File: config.mk
export PLATFORM = sky130hd
export DESIGN_NAME = acs_unit
export DESIGN_NICKNAME = d
export VERILOG_FILES = /design/src/rtl/acs_unit.sv
export SDC_FILE = /design/constraint.sdc
export NUM_CORES = 1
export LEC_CHECK = 0
export ABC_CLOCK_PERIOD_IN_PS = 27900
export CAP_MARGIN = 0
export CORE_MARGIN = 2
export CORE_UTILIZATION = 45
export DETAILED_ROUTE_END_ITERATION = 16
export GPL_TIMING_DRIVEN = 0
export PLACE_DENSITY = 0.64
export SYNTH_ARGS = -nofsm -noshare
export SYNTH_HDL_FRONTEND = slang
export SYNTH_SLANG_ARGS = --single-unit
File: constraint.sdc
create_clock -name clk -period 27.9 [get_ports clk]
set_clock_uncertainty 0.1 [all_clocks]
set_input_delay 4.185 -clock clk [delete_from_list [all_inputs] [get_ports clk]]
set_output_delay 4.185 -clock clk [all_outputs]
set_load 0.02 [all_outputs]
File: src/rtl/acs_unit.sv
// rtl/acs_unit.sv - K=3 (7,5) Viterbi add-compare-select unit with a per-frame IDLE/RUN/DONE FSM.
// Defining ACS_BEST_ST_EN adds a registered argmin of the normalised path metrics on o_best_st.
module acs_unit #(
   parameter int PM_W      = 6,
   parameter int PM_INIT   = 16,
   parameter int FRAME_LEN = 8
) (
   input  logic       clk,
   input  logic       rst,
   input  logic       i_start,
   input  logic       i_valid,
   input  logic [1:0] i_rx,
   output logic [1:0] o_prv_st_00,
   output logic [1:0] o_prv_st_01,
   output logic [1:0] o_prv_st_10,
   output logic [1:0] o_prv_st_11,
   output logic       o_en_memory,
   output logic [1:0] o_best_st,
   output logic       o_frame_done,
   output logic       o_busy
);
   localparam int CNT_W = $clog2(FRAME_LEN + 1);
   localparam logic [PM_W-1:0] PM_MAX   = {PM_W{1'b1}};
   localparam logic [PM_W-1:0] PM_START = PM_W'(PM_INIT);

   typedef enum logic [1:0] {IDLE = 2'd0, RUN = 2'd1, DONE = 2'd2} state_t;

   state_t          state, state_nxt;
   logic [CNT_W-1:0] cnt;
   logic [PM_W-1:0] pm      [4];
   logic [PM_W-1:0] pm_new  [4];
   logic [PM_W-1:0] pm_norm [4];
   logic [PM_W-1:0] pm_min;
   logic [1:0]      prv     [4];
   logic [1:0]      prv_new [4];
   logic            accept, last_sym;

   assign accept   = (state == RUN) && i_valid;
   assign last_sym = accept && (cnt == CNT_W'(FRAME_LEN - 1));

   function automatic logic [1:0] branch_metric(input logic [1:0] rx, input logic [1:0] cw);
      logic [1:0] d;
      d = rx ^ cw;
      return {1'b0, d[1]} + {1'b0, d[0]};
   endfunction

   function automatic logic [PM_W-1:0] sat_add(input logic [PM_W-1:0] m, input logic [1:0] b);
      logic [PM_W:0] s;
      s = {1'b0, m} + {{(PM_W-1){1'b0}}, b};
      return s[PM_W] ? PM_MAX : s[PM_W-1:0];
   endfunction

   // State {u,b1} is reached from {b1,0} (candidate a) or {b1,1} (candidate b).
   always_comb begin : acs
      logic [1:0]      st;
      logic [1:0]      cw_a, cw_b;
      logic [PM_W-1:0] cand_a, cand_b;
      pm_min = PM_MAX;
      for (int s = 0; s < 4; s++) begin
         st         = 2'(s);
         cw_a       = {st[1] ^ st[0], st[1]};
         cw_b       = ~cw_a;
         cand_a     = sat_add(pm[{st[0], 1'b0}], branch_metric(i_rx, cw_a));
         cand_b     = sat_add(pm[{st[0], 1'b1}], branch_metric(i_rx, cw_b));
         pm_new[s]  = cand_a;
         prv_new[s] = {st[0], 1'b0};
         if (cand_b < cand_a) begin
            pm_new[s]  = cand_b;
            prv_new[s] = {st[0], 1'b1};
         end
         if (pm_new[s] < pm_min) pm_min = pm_new[s];
      end
      for (int s = 0; s < 4; s++) pm_norm[s] = pm_new[s] - pm_min;
   end

   always_ff @(posedge clk) begin
      if (rst) state <= IDLE;
      else     state <= state_nxt;
   end

   always_comb begin
      state_nxt = state;
      case (state)
         IDLE:    if (i_start)  state_nxt = RUN;
         RUN:     if (last_sym) state_nxt = DONE;
         DONE:    state_nxt = IDLE;
         default: state_nxt = IDLE;
      endcase
   end

   always_ff @(posedge clk) begin
      if (rst) begin
         cnt         <= '0;
         o_en_memory <= 1'b0;
         pm[0]       <= '0;
         for (int s = 0; s < 4; s++) prv[s] <= 2'b00;
         for (int s = 1; s < 4; s++) pm[s]  <= PM_START;
      end else begin
         o_en_memory <= accept;
         if (state == IDLE && i_start) begin
            cnt   <= '0;
            pm[0] <= '0;
            for (int s = 1; s < 4; s++) pm[s] <= PM_START;
         end else if (accept) begin
            cnt <= cnt + 1'b1;
            for (int s = 0; s < 4; s++) begin
               pm[s]  <= pm_norm[s];
               prv[s] <= prv_new[s];
            end
         end
      end
   end

`ifdef ACS_BEST_ST_EN
   logic [1:0] best_new, best_q;

   // Strict compare keeps the lowest-numbered state on ties.
   always_comb begin
      best_new = 2'b00;
      for (int s = 1; s < 4; s++)
         if (pm_norm[s] < pm_norm[best_new]) best_new = 2'(s);
   end

   always_ff @(posedge clk) begin
      if (rst)         best_q <= 2'b00;
      else if (accept) best_q <= best_new;
   end

   assign o_best_st = best_q;
`else
   assign o_best_st = 2'b00;
`endif

   assign o_prv_st_00  = prv[0];
   assign o_prv_st_01  = prv[1];
   assign o_prv_st_10  = prv[2];
   assign o_prv_st_11  = prv[3];
   assign o_busy       = (state == RUN);
   assign o_frame_done = (state == DONE);
endmodule

# [Word-level counts from Yosys, hierarchy flattened]
# Memory sizes are Yosys's and may differ from the RTL's.
# Index checks and enable logic that the tools add are counted.
[totals] ff_bits=7 ramBits=32 out_inout_bits=13 elab_cells=100 memories=2
[classes] n_addsub=17 magnitude_cmp=8 eq_ne=5 muxes=44 bitwise_logic=15 reduce_logical=6
[mem_list] memory="pm" depth=4 width=6 rd=4 rd_clocked_by_memory_dff=0 wr=4 line="30" source="logic [PM_W-1:0] pm [4];"
[mem_list] memory="prv" depth=4 width=2 rd=4 rd_clocked_by_memory_dff=0 wr=4 line="34" source="logic [1:0] prv [4];"
[op_table] operator="6-bit 2-to-1 mux" n=24
[op_table] operator="6-bit by 2-bit adder with 7-bit output" n=8
[op_table] operator="6-bit < comparator" n=7
[op_table] operator="6-bit subtractor" n=4
[op_table] operator="1-bit 2-to-1 mux" n=13
[op_table] operator="2-bit 2-to-1 mux" n=6
[op_table] operator="1-bit bitwise OR" n=12
[op_table] operator="1-bit by 1-bit adder with 2-bit output" n=4
[op_table] operator="6-bit < comparator (second input constant)" n=1
[op_table] operator="4-bit by 1-bit adder with 4-bit output (second input constant)" n=1
[op_table] operator="4-bit by 3-bit equality test with 1-bit output (second input constant)" n=1
[op_table] operator="2-bit case mux with 2 select lines" n=1
[op_table] operator="1-bit logical AND" n=3
[op_table] operator="2-bit by 1-bit equality test with 1-bit output (second input constant)" n=1
[op_table] operator="2-bit equality test (second input constant)" n=1
[op_table] operator="2-bit logical NOT" n=1
[op_table] operator="2-bit by 1-bit != test with 1-bit output (second input constant)" n=1
[op_table] operator="2-bit != test (second input constant)" n=1
[op_table] operator="1-bit NOT" n=2
[op_table] operator="2-bit NOT" n=1
[op_table] operator="2-bit AND reduction" n=1
[op_table] operator="2-bit OR reduction" n=1

# [Longest topological paths before layout]
# Gate-level depths: netlist of run 1.
[depth] word_depth=16 ltp_mapped=51

# [Worst setup path before layout of run 1]
# OpenSTA, ideal clock, no wires.
[synth_path] path_kind="input to register" startpoint="input i_rx[0]" endpoint="memory pm[0][5] (data pin)" setup_time_ns=0.266 arrival_time_ns=12.908 path_slack_ns=14.626 cell_stages=47 path_buffers=0 cell_sequence="inv_1 -> ha_1 -> inv_1 -> ha_1 -> inv_1 -> fa_1 -> nor2_1 -> mux2_2 -> ha_1 -> nand4_1 -> o221ai_1 -> a31oi_4 -> mux2_2 -> inv_1 -> ha_1 -> a21oi_1 -> o21ai_0 -> a21o_1 -> (+11 left out) -> inv_2 -> ha_1 -> o21ai_0 -> nor2_1 -> a221o_1 -> a211o_4 -> and2_1 -> a21o_2 -> inv_2 -> ha_1 -> nor2b_1 -> o21ai_0 -> nand2b_1 -> a21o_1 -> a21oi_1 -> xnor2_1 -> xnor2_1 -> nor2_1"
[synth_lines] item="start: declaration" line="12" source="input logic [1:0] i_rx,"
[synth_lines] item="end: declaration" line="30"

==> results of run 1 <==
[cell usage after synthesis, drive strengths merged (5+ instances only)]
cell type,n
a21oi,47
fa,6
inv,63
clkbuf,7
o21ai,42
and2,7
nand2b,11
nand2,52
buf,10
o221ai,5
edfxtp,23
a31oi,5
ha,70
nor2,71
nand4,6
nand3,17
a21o,22
dfxtp,14
nor2b,15
xor2,20
o21a,9
a211oi,5
mux2,10
nor3,10
xnor2,13
mux2i,23
and3,5
[registers in the layout, indices dropped and copies added (netlist names)]
register	flops
state	2
prv	6
pm	24
cnt	4
o_en_memory	1
[critical path: cells and delay by family]
kind / cells / cell delay (ps)
buffers and inverters: 6 / 1080
XOR/XNOR: 2 / 290
adder cells (fa/ha/maj): 8 / 2670
AO/OA/AOI/OAI: 17 / 4250
AND/OR/NAND/NOR: 10 / 1450
multiplexers: 3 / 1350
[metrics by stage]
stage	setup slack [ps]	area (um^2)	cells	utilization (%)	hold slack, ps
detailed placement	12340	5510	797	48.7	365
CTS	12620	5660	805	50.0	379
floorplan	14630	5190	640	-	361
finish	12540	5660	805	50.0	372
global placement	12540	5510	797	48.7	355
global route	11730	5660	805	50.0	403
[metal layers]
metal	track usage [%]	up-vias	share of wire (%)	wire length [um]
met2	37.2	104	47	6220
met4	8.31	0	2.9	384
met3	1.42	23	2.9	384
met1	29.8	2199	47	6190
li1	-	2310	-	-
met5	0	-	0	0
[layout make-up]
class / instances / area [um^2] / share of cell area, %
repair buffers: 14 / 140 / 2.48
multi-input cells: 522 / 3880 / 68.6
clock buffers: 5 / 125 / 2.21
plain buffers: 17 / 100 / 1.77
inverters: 64 / 240 / 4.24
well taps: 143 / 179 / 3.16
clock inverters: 3 / 20.0 / 0.354
flip-flops and latches: 37 / 971 / 17.2
[path summary, 6_finish.rpt]
check / startpoint / endpoint / slack, ps / cells past startpoint
worst max-delay path: i_rx[0] / pm[0][5] / 12540 / 46
worst min-delay path: prv[1][1] / prv[1][1] / 370 / 2
worst max register to register: pm[0][0] / pm[0][5] / 17270 / 46
worst min register to register: prv[1][1] / prv[1][1] / 370 / 2
[cell families (layout without fill, tap and decap cells)]
| group | count (synthesis) | after routing |
|---|---|---|
| AOI/OAI and AO/OA | 168 | 168 |
| xor gates and xnor gates | 33 | 33 |
| adders and majority gates | 77 | 77 |
| buffers and inverters | 81 | 103 |
| DFF | 37 | 37 |
| muxes | 33 | 33 |
| other | 1 | 4 |
| and+or+nand+nor | 207 | 207 |
==> results.txt, run 1 <==
Status: completed
Core footprint: 11300 um^2
Pins Over Slew Limit: 0
Least-Margin Pin Slew: 785 ps
Share of the synthesized area in the top cell type: 16.9%
Final nets: 743
Cell variety after synth: 80
Maximum clock frequency: 65.1 MHz
Critical path class: input port to flip-flop
Final Cycle Share: 55.0%
Type of origin of the critical path: input port
Yosys warns: 0
Ys flop type: edfxtp_1
Post-CTS Setup Bufs: 0
Area leader, netlist: ha_1
Final setup vio count: 0
Mux cell area share after synthesis: 6.93%
CP required: 27820 ps
Vias per inst: 5.76
Mean routed wirelength per cell: 16.4 um
Worst setup EP type: flip-flop
First-pass GRT wire length: 22100 um
Post-cts sizing count: 0
CP max-delay cell: o21ai_0
Number of filler instances in the final layout: 1115
CP max stage delay: 600 ps
First-pass iteration count of the detailed router: 5
Layout cells sized above 1: 9.06%
Die Area: 12400 um^2
Max Root-Sink Buffers: 2
Vias: 4636
Largest net degree at the start of global routing: 14
Largest family of logic cells by synthesized area: compound AO/OA/AOI/OAI gates
Layout overhead on the synthesized area: 9.17%
Min-delay worst type: flip-flop to flip-flop
Slew HR: 47.1%
Synth top area cells: ha_1 (17%), edfxtp_1 (13%), dfxtp_1 (5.4%)
Final hold violation count: 0
Iter 0 DRT Violations: 290
Max-cap violation count: 0
Maximum fanout along the worst path: 7
RSZ-0062 raised after global routing: no
Total negative slack: 0 ps
Final min period: 15360 ps
Most frequent cells in the layout: ha_1 (70), nor2_1 (69), inv_1 (59)
Avg Cell Area, Syn: 8.14 um^2
Portion of the post-synthesis area used by sequential elements: 18.7%
Syn Inst Count: 637
Later-pin clock latency in the skew report: 290 ps
Final wirelength: 13200 um
Clock buffer count from CTS: 5
Port bufs: 14
Hold_buf cts: 0
Commonest non-fill, non-tap cell in the layout: ha_1
Die height: 111 um
Adder-cell area share of the yosys netlist: 19.4%
Initial core utilization: 45.8%
Global Route Usage Sum: 22.0%
Routability cong.: 0.901
CTS root buffer: clkbuf_16
Worst Path Arrival: 15270 ps
Synth Area in XOR/XNOR: 5.58%
TritonCTS clock tree: yes
Vias in the first global route: 4427
Compound-gate portion of the synthesized area: 23.1%
Dpl hpwl: 11000 um
Clock Sinks: 37
#FFs+latches synth: 37
Synthesized cell area: 5180 um^2
Simple-gate share of the synthesized area: 19.6%
Post-DRT Antenna Nets: 0
Htree depth: 2
EDFF count, synth: 23
Clk slew on worst S/H paths: 60 ps
Most common cell on crit path: ha_1
Antenna diodes: 0
Async SR Flop Fraction: 0%
Row count: 39
Die width: 111 um
Initial antenna violation count: 0
Global route overflow: 0
DRC: 0
Io pins: 19
Power of run 1 is left out: the tool's default activity adds up to more than one toggle a clock period on the data nets, which glitch-free logic cannot reach.
==> inputs of run 2 (changes only) <==
--- a/config.mk
+++ b/config.mk
@@ -5,13 +5,13 @@
 export SDC_FILE = /design/constraint.sdc
 export NUM_CORES = 1
 export LEC_CHECK = 0
-export ABC_CLOCK_PERIOD_IN_PS = 27900
+export ABC_CLOCK_PERIOD_IN_PS = 13500
 export CAP_MARGIN = 0
 export CORE_MARGIN = 2
 export CORE_UTILIZATION = 45
 export DETAILED_ROUTE_END_ITERATION = 16
 export GPL_TIMING_DRIVEN = 0
-export PLACE_DENSITY = 0.64
+export PLACE_DENSITY = 0.66
 export SYNTH_ARGS = -nofsm -noshare
 export SYNTH_HDL_FRONTEND = slang
 export SYNTH_SLANG_ARGS = --single-unit
==> constraint.sdc (replaced) <==
create_clock -name clk -period 13.5 [get_ports clk]
set_clock_uncertainty 0.1 [all_clocks]
set_input_delay 2.025 -clock clk [delete_from_list [all_inputs] [get_ports clk]]
set_output_delay 2.025 -clock clk [all_outputs]
set_load 0.02 [all_outputs]
==> results.txt, run 2 (same netlist as run 1, synthesis figures left out) <==
Status: completed
Largest net degree at the start of global routing: 14
Post-DRT Antenna Nets: 0
Total negative slack: 0 ps
Most common cell on crit path: ha_1
Least-Margin Pin Slew: 791 ps
Vias in the first global route: 4527
Post-CTS Setup Bufs: 0
Multi-input gate area: 3910 um^2
DRC: 0
First-pass GRT wire length: 21800 um
Layout cells sized above 1: 9.82%
GR peak layer: met2
GRT met3 Usage: 1.69%
Core footprint: 11300 um^2
Final min period: 12700 ps
Initial antenna violation count: 0
Max reg flops: 24
Clock buffer count from CTS: 5
Port bufs: 14
CP max-delay cell: clkdlybuf4s50_1
Min-delay worst type: flip-flop to flip-flop
Grt met1 use: 28.5%
Later-pin clock latency in the skew report: 290 ps
Commonest non-fill, non-tap cell in the layout: ha_1
Vias per inst: 5.76
CP max stage delay: 550 ps
First-pass iteration count of the detailed router: 5
TritonCTS clock tree: yes
Worst hold path cell count: 2
Htree depth: 2
Die width: 111 um
Antenna diodes: 0
Mean routed wirelength per cell: 16.4 um
Max-cap violation count: 0
Worst setup EP type: flip-flop
Layout overhead on the synthesized area: 9.65%
Global Route Usage Sum: 21.4%
Maximum clock frequency: 78.7 MHz
CP required: 13410 ps
Pins Over Slew Limit: 0
Top Registers: pm (24), prv (6), cnt (4)
Initial core utilization: 45.8%
Type of origin of the critical path: input port
Cell Area, Placed: 5510 um^2
Final Cycle Share: 94.1%
Maximum fanout along the worst path: 7
Final wirelength: 13200 um
Routability cong.: 0.928
Die height: 111 um
Vias: 4635
Slew HR: 46.7%
Final nets: 743
Final setup vio count: 0
CTS root buffer: clkbuf_16
Final hold violation count: 0
Clk slew on worst S/H paths: 60 ps
Row count: 39
Final Instance Area: 5680 um^2
Iter 0 DRT Violations: 276
RSZ-0062 raised after global routing: no
Reg with most FFs: pm
Number of filler instances in the final layout: 1110
FF/Latch Area: 971 um^2
M2 GR Usage: 36.5%
Io pins: 19
Most frequent cells in the layout: ha_1 (70), nor2_1 (69), inv_1 (59)
Dpl hpwl: 10900 um
Clock Sinks: 37
Global route overflow: 0
Worst Path Arrival: 12610 ps
Max Root-Sink Buffers: 2
Die Area: 12400 um^2
Critical path class: input port to flip-flop
Worst reg2reg path depth: 46
## run 2: path summary, 6_finish.rpt
path,start,endpoint,slack (ps)
max,i_rx[0],pm[0][5],800
max reg2reg,pm[0][0],pm[0][5],3200
min,prv[1][1],prv[1][1],380
min reg2reg,prv[1][1],prv[1][1],380
## run 2: through the flow
stage	worst slack [ps]	std cells	util, %	hold WS [ps]
finish	799	805	50.2	379
global route	54.9	805	50.2	418
floorplan	2390	640	-	361
CTS	281	805	50.0	388
detailed placement	39.2	797	48.7	373
global placement	277	797	48.7	354
## run 2: timing repair
item                                    4_1_cts  5_1_grt
endpoints found under the setup margin        0       14
gates resized for setup                       0        7
hold buffers                                  0        0
## run 2: layout make-up
| cell class | instances | area share, % |
|---|---|---|
| clock buffers | 5 | 2.20 |
| multi-input cells | 522 | 68.8 |
| plain buffers | 17 | 1.76 |
| well taps | 143 | 3.15 |
| repair buffers | 14 | 2.47 |
| inverters | 64 | 4.23 |
| flip-flops and latches | 37 | 17.1 |
| clock inverters | 3 | 0.352 |
## run 2: worst max-delay path: cells and delay by family
kind                     cells  cell delay (ps)
XOR/XNOR                     2              300
multiplexers                 4             1600
buffers and inverters        7             1190
adder cells (fa/ha/maj)      8             2460
AO/OA/AOI/OAI               16             3690
AND/OR/NAND/NOR             10             1310
## run 2: per-layer routing
metal | routed length, um | share of wire (%)
met3 | 567 | 4.3
met4 | 297 | 2.3
met2 | 6330 | 48
met5 | 0 | 0
met1 | 5990 | 45
Power of run 2 is left out for the same reason.
==> inputs of run 3 (changes only) <==
--- a/config.mk
+++ b/config.mk
@@ -12,6 +12,8 @@
 export DETAILED_ROUTE_END_ITERATION = 16
 export GPL_TIMING_DRIVEN = 0
 export PLACE_DENSITY = 0.66
+export SLEW_MARGIN = 25
 export SYNTH_ARGS = -nofsm -noshare
 export SYNTH_HDL_FRONTEND = slang
 export SYNTH_SLANG_ARGS = --single-unit
+export TNS_END_PERCENT = 1
==> results of run 3 <==
Same layout as run 2: the final DEF is identical, and so are final timing and power.
Power of run 3 is left out for the same reason.
==> variant 1, RTL diff (settings of run 3) <==
Add a define of `ACS_BEST_ST_EN`.
--- a/src/rtl/acs_unit.sv
+++ b/src/rtl/acs_unit.sv
@@ -1,5 +1,7 @@
 // rtl/acs_unit.sv - K=3 (7,5) Viterbi add-compare-select unit with a per-frame IDLE/RUN/DONE FSM.
 // Defining ACS_BEST_ST_EN adds a registered argmin of the normalised path metrics on o_best_st.
+`define ACS_BEST_ST_EN
+
 module acs_unit #(
    parameter int PM_W      = 6,
    parameter int PM_INIT   = 16,
Formal check against the unedited RTL: not equivalent (a bounded check fails within 4 cycles, from zero or initial values and one cycle with rst high).
==> variant 1 against run 3 <==
- the flow now finishes with violations (negative setup slack)
- synthesized area grew 9.4%
- setup slack lost 1.5 ns
- cell count grew 20%
- hold slack lost 0.014 ns
- via count grew 18%
- sequential cell count grew 2
- non-clock buffer count grew 77
- routed wire length grew 27%
- register-to-register slack lost 2.2 ns
- final area grew 30%
Power is not shown: default switching activity piles up to over one toggle a cycle in this logic, so the estimate is an artifact.
==> variant 1: results (changes against run 3) <==
.. list-table::
   :header-rows: 1

   * - Metric
     - Value
   * - Result of the run
     - complete, but fails checks (was complete, no violations)
   * - Violated checks
     - negative setup slack
   * - Total global-route track usage
     - 24.9% (was 21.4%)
   * - Multi-input combinational cell area
     - 0.00491 sq mm (was 0.00391 sq mm)
   * - Area after DPL
     - 0.00627 sq mm (was 0.00551 sq mm)
   * - Highest-delay cell along the critical path
     - or4b_4 (was clkdlybuf4s50_1)
   * - Count of distinct cell types in the synthesized netlist
     - 79 (was 80)
   * - Fraction of final layout cells with drive strength greater than 1
     - 28.2% (was 9.82%)
   * - Worst Reg-to-Reg Cells
     - 61 (was 46)
   * - Vias after detailed routing
     - 5478 (was 4635)
   * - Synthesized netlist cell count
     - 694 (was 637)
   * - Post-Route Hold Slack
     - 0.365 ns (was 0.379 ns)
   * - First-pass GRT wire length
     - 26200 microns (was 21800 microns)
   * - Dpl cells
     - 883 (was 797)
   * - Pin count of the biggest net entering global routing
     - 13 (was 14)
   * - Worst setup slack for register-to-register paths
     - 0.96 ns (was 3.20 ns)
   * - Worst-case setup margin in the final layout
     - -0.653 ns (was 0.799 ns)
   * - TNS Setup
     - -1.30 ns (was 0 ns)
   * - Post-Place Setup Slack
     - -2.67 ns (was 0.0392 ns)
   * - Via count of the first global-routing pass
     - 5286 (was 4527)
   * - Weighted congestion reported at the end of routability-driven placement
     - 0.920 (was 0.928)
   * - Top cell types by occurrence after synthesis
     - ha_1, inv_1, nor2_1, nand2_1, a21oi_1 (was ha_1, nor2_1, inv_1, nand2_1, a21oi_1)
   * - Largest stage delay, worst path
     - 0.50 ns (was 0.55 ns)
   * - Detailed-placement wirelength estimate
     - 12700 microns (was 10900 microns)
   * - Last element of the critical path
     - o_best_st[0] (was pm[0][5])
   * - Number of setup violations in the final report
     - 2 (was 0)
   * - Sequential-to-total area share from yosys stat
     - 17.8% (was 18.7%)
   * - Arrival time at the worst endpoint
     - 14.25 ns (was 12.61 ns)
-- variant 1: layout make-up --
cell class                 count  share of cell area (%)
clock buffer                   6                    1.74
timing repair buffer          89                    9.70
sequential                    39                    13.7
inverter                      65                    3.42
buffer                        19                    1.93
tap                          172                    2.91
clock inverter                 2                   0.169
multi-input combinational    572                    66.5
-- variant 1: metal layers --
metal / track usage, % / wire [microns]
met1: 32.5 / 7300
met2: 44.9 / 8310
met3: 0.934 / 765
met4: 6.98 / 400
met5: 0 / 0
-- variant 1: kinds of logic after synthesis --
family	share of synthesized area [%]
other	0.0661
AO/OA/AOI/OAI	22.6
buffers and inverters	6.14
XOR/XNOR	6.62
AND/OR/NAND/NOR	19.1
multiplexers	7.11
adder cells (fa/ha/maj)	20.5
flip-flops	17.8
-- variant 1: worst min-delay path by stage --
stage                         start         to  cells after the start
after floorplan              cnt[1]     cnt[1]                      2
after global placement    prv[0][3]  prv[0][3]                      2
after detailed placement  prv[0][3]  prv[0][3]                      2
after CTS                 prv[0][3]  prv[0][3]                      2
after global routing         cnt[1]     cnt[1]                      2
final                     prv[0][3]  prv[0][3]                      2
-- variant 1: timing repair --
action,CTS,global route
pin swaps,30,28
buffers inserted,55,18
resized for setup,60,35
endpoints found under the setup margin,2,2
-- variant 1: worst max-delay path, delay by kind of cell --
kind	cells	cell delay, ns
simple gates	13	2.53
xor+xnor	3	0.47
buf+inv	9	1.00
mux	4	1.21
fa+ha+maj	10	2.58
compound gates	25	4.39
==> variant 2, RTL diff (settings of run 3) <==
Without the edit above. Encoding of `state_t`: now one-hot (3 bits for 3 states).
--- a/src/rtl/acs_unit.sv
+++ b/src/rtl/acs_unit.sv
@@ -23,7 +23,7 @@
    localparam logic [PM_W-1:0] PM_MAX   = {PM_W{1'b1}};
    localparam logic [PM_W-1:0] PM_START = PM_W'(PM_INIT);
 
-   typedef enum logic [1:0] {IDLE = 2'd0, RUN = 2'd1, DONE = 2'd2} state_t;
+   typedef enum logic [2:0] {IDLE = 3'b001, RUN = 3'b010, DONE = 3'b100} state_t;
 
    state_t          state, state_nxt;
    logic [CNT_W-1:0] cnt;
Function: same outputs for any inputs over 4 cycles, from zero or initial values and one cycle with rst high; so few cycles prove little.
==> variant 2 against run 3 <==
- register-to-register slack improved by 0.03 ns
- synthesized area decreased by 2.6%
- synthesized cell count decreased by 2.7%
- sequential cell count increased by 1
- final area decreased by 2.6%
- die area decreased by 2.5%
- setup slack improved by 0.052 ns
- routed wire length decreased by 3.0%
- largest cell class unchanged
Power is left out: it rests on default switching activity, and per cell area and clock period it moved more than threefold.
==> variant 2: results (changes against run 3) <==
.. list-table::
   :header-rows: 1

   * - Metric
     - Value
   * - Result of the run
     - complete, no violations (unchanged)
   * - Sequential cell area
     - 991 sq um (was 971 sq um)
   * - Area of the mapped netlist
     - 0.00505 sq mm (was 0.00518 sq mm)
   * - First-pass GRT wire length
     - 20900 microns (was 21800 microns)
   * - Fillers
     - 1026 (was 1110)
   * - Final period util
     - 93.7% (was 94.1%)
   * - Drt wl/cell
     - 16.3 microns (was 16.4 microns)
   * - Dpl cells
     - 777 (was 797)
   * - Area after DPL
     - 0.00538 sq mm (was 0.00551 sq mm)
   * - Pin count of the biggest net entering global routing
     - 13 (was 14)
   * - Post-Place Setup Slack
     - 0.400 ns (was 0.0392 ns)
   * - Maximum fanout along the worst path
     - 8 (was 7)
   * - Buffer cell driving the clock tree root
     - clkbuf_8 (was clkbuf_16)
   * - Detailed-placement wirelength estimate
     - 10400 microns (was 10900 microns)
   * - Initial antenna violation count
     - 0 (unchanged)
   * - Non-clock buffer share
     - 4.52% (was 4.23%)
   * - Multi-input combinational cell area
     - 0.00374 sq mm (was 0.00391 sq mm)
   * - Fraction of final layout cells with drive strength greater than 1
     - 9.30% (was 9.82%)
   * - Count of multi-input gates
     - 501 (was 522)
   * - Count of state elements after synthesis
     - 38 (was 37)
   * - Post-Synth Adder-Cell Area
     - 20.4% (was 19.4%)
   * - Final core utilization
     - 50.9% (was 50.2%)
   * - Via count of the first global-routing pass
     - 4243 (was 4527)
   * - Number of nets in the final layout
     - 726 (was 743)
   * - Xor/xnor cell area share of the yosys netlist
     - 6.59% (was 5.58%)
   * - Post-Route Hold Slack
     - 0.374 ns (was 0.379 ns)
   * - Weighted congestion reported at the end of routability-driven placement
     - 0.934 (was 0.928)
   * - Worst Reg-to-Reg Cells
     - 43 (was 46)
   * - Synth area leaders
     - ha_1, edfxtp_1, dfxtp_1 (unchanged)
   * - Fraction of synthesized area in multiplexers
     - 6.51% (was 6.93%)
   * - Slew at the pin closest to its max-slew limit
     - 0.883 ns (was 0.791 ns)
   * - Fraction of area in clock buffers and inverters
     - 2.40% (was 2.55%)
   * - Worst setup slack for register-to-register paths
     - 3.23 ns (was 3.20 ns)
   * - Depth of the worst hold-timing path
     - 1 (was 2)
   * - Arrival time at the worst endpoint
     - 12.57 ns (was 12.61 ns)
   * - Vias after detailed routing
     - 4412 (was 4635)
   * - Post-Route WL
     - 12800 microns (was 13200 microns)
   * - Clock-pin slew reported for the worst setup and hold paths after clock tree synthesis
     - 0.08 ns (was 0.06 ns)
   * - Share of the synthesized area in compound gates (AO/OA/AOI/OAI)
     - 20.6% (was 23.1%)
   * - Clock buffer count in the final layout
     - 8 (was 5)
   * - Total global-route track usage
     - 22.4% (was 21.4%)
[variant 2: layer usage]
layer  routed length, microns  global-route usage, %  vias to the layer above
met5                        0                      0                        -
met4                      195                   6.06                        0
met3                      706                   2.02                       16
met2                     5750                   36.7                      117
met1                     6150                   31.3                     2045
li1                         -                      -                     2234
[variant 2: path summary, 6_finish.rpt]
path | from | endpoint
setup reg to reg | pm[1][0] | pm[0][5]
hold / removal | cnt[3] | state[2]
hold reg to reg | cnt[3] | state[2]
setup / recovery | i_rx[0] | pm[0][5]
[variant 2: worst max-delay path, delay by kind of cell]
| family | cells | cell delay, ns |
|---|---|---|
| AO/OA/AOI/OAI | 19 | 4.30 |
| XOR/XNOR | 3 | 0.47 |
| adder cells (fa/ha/maj) | 7 | 2.16 |
| buffers and inverters | 4 | 0.85 |
| multiplexers | 4 | 1.63 |
| AND/OR/NAND/NOR | 9 | 1.13 |
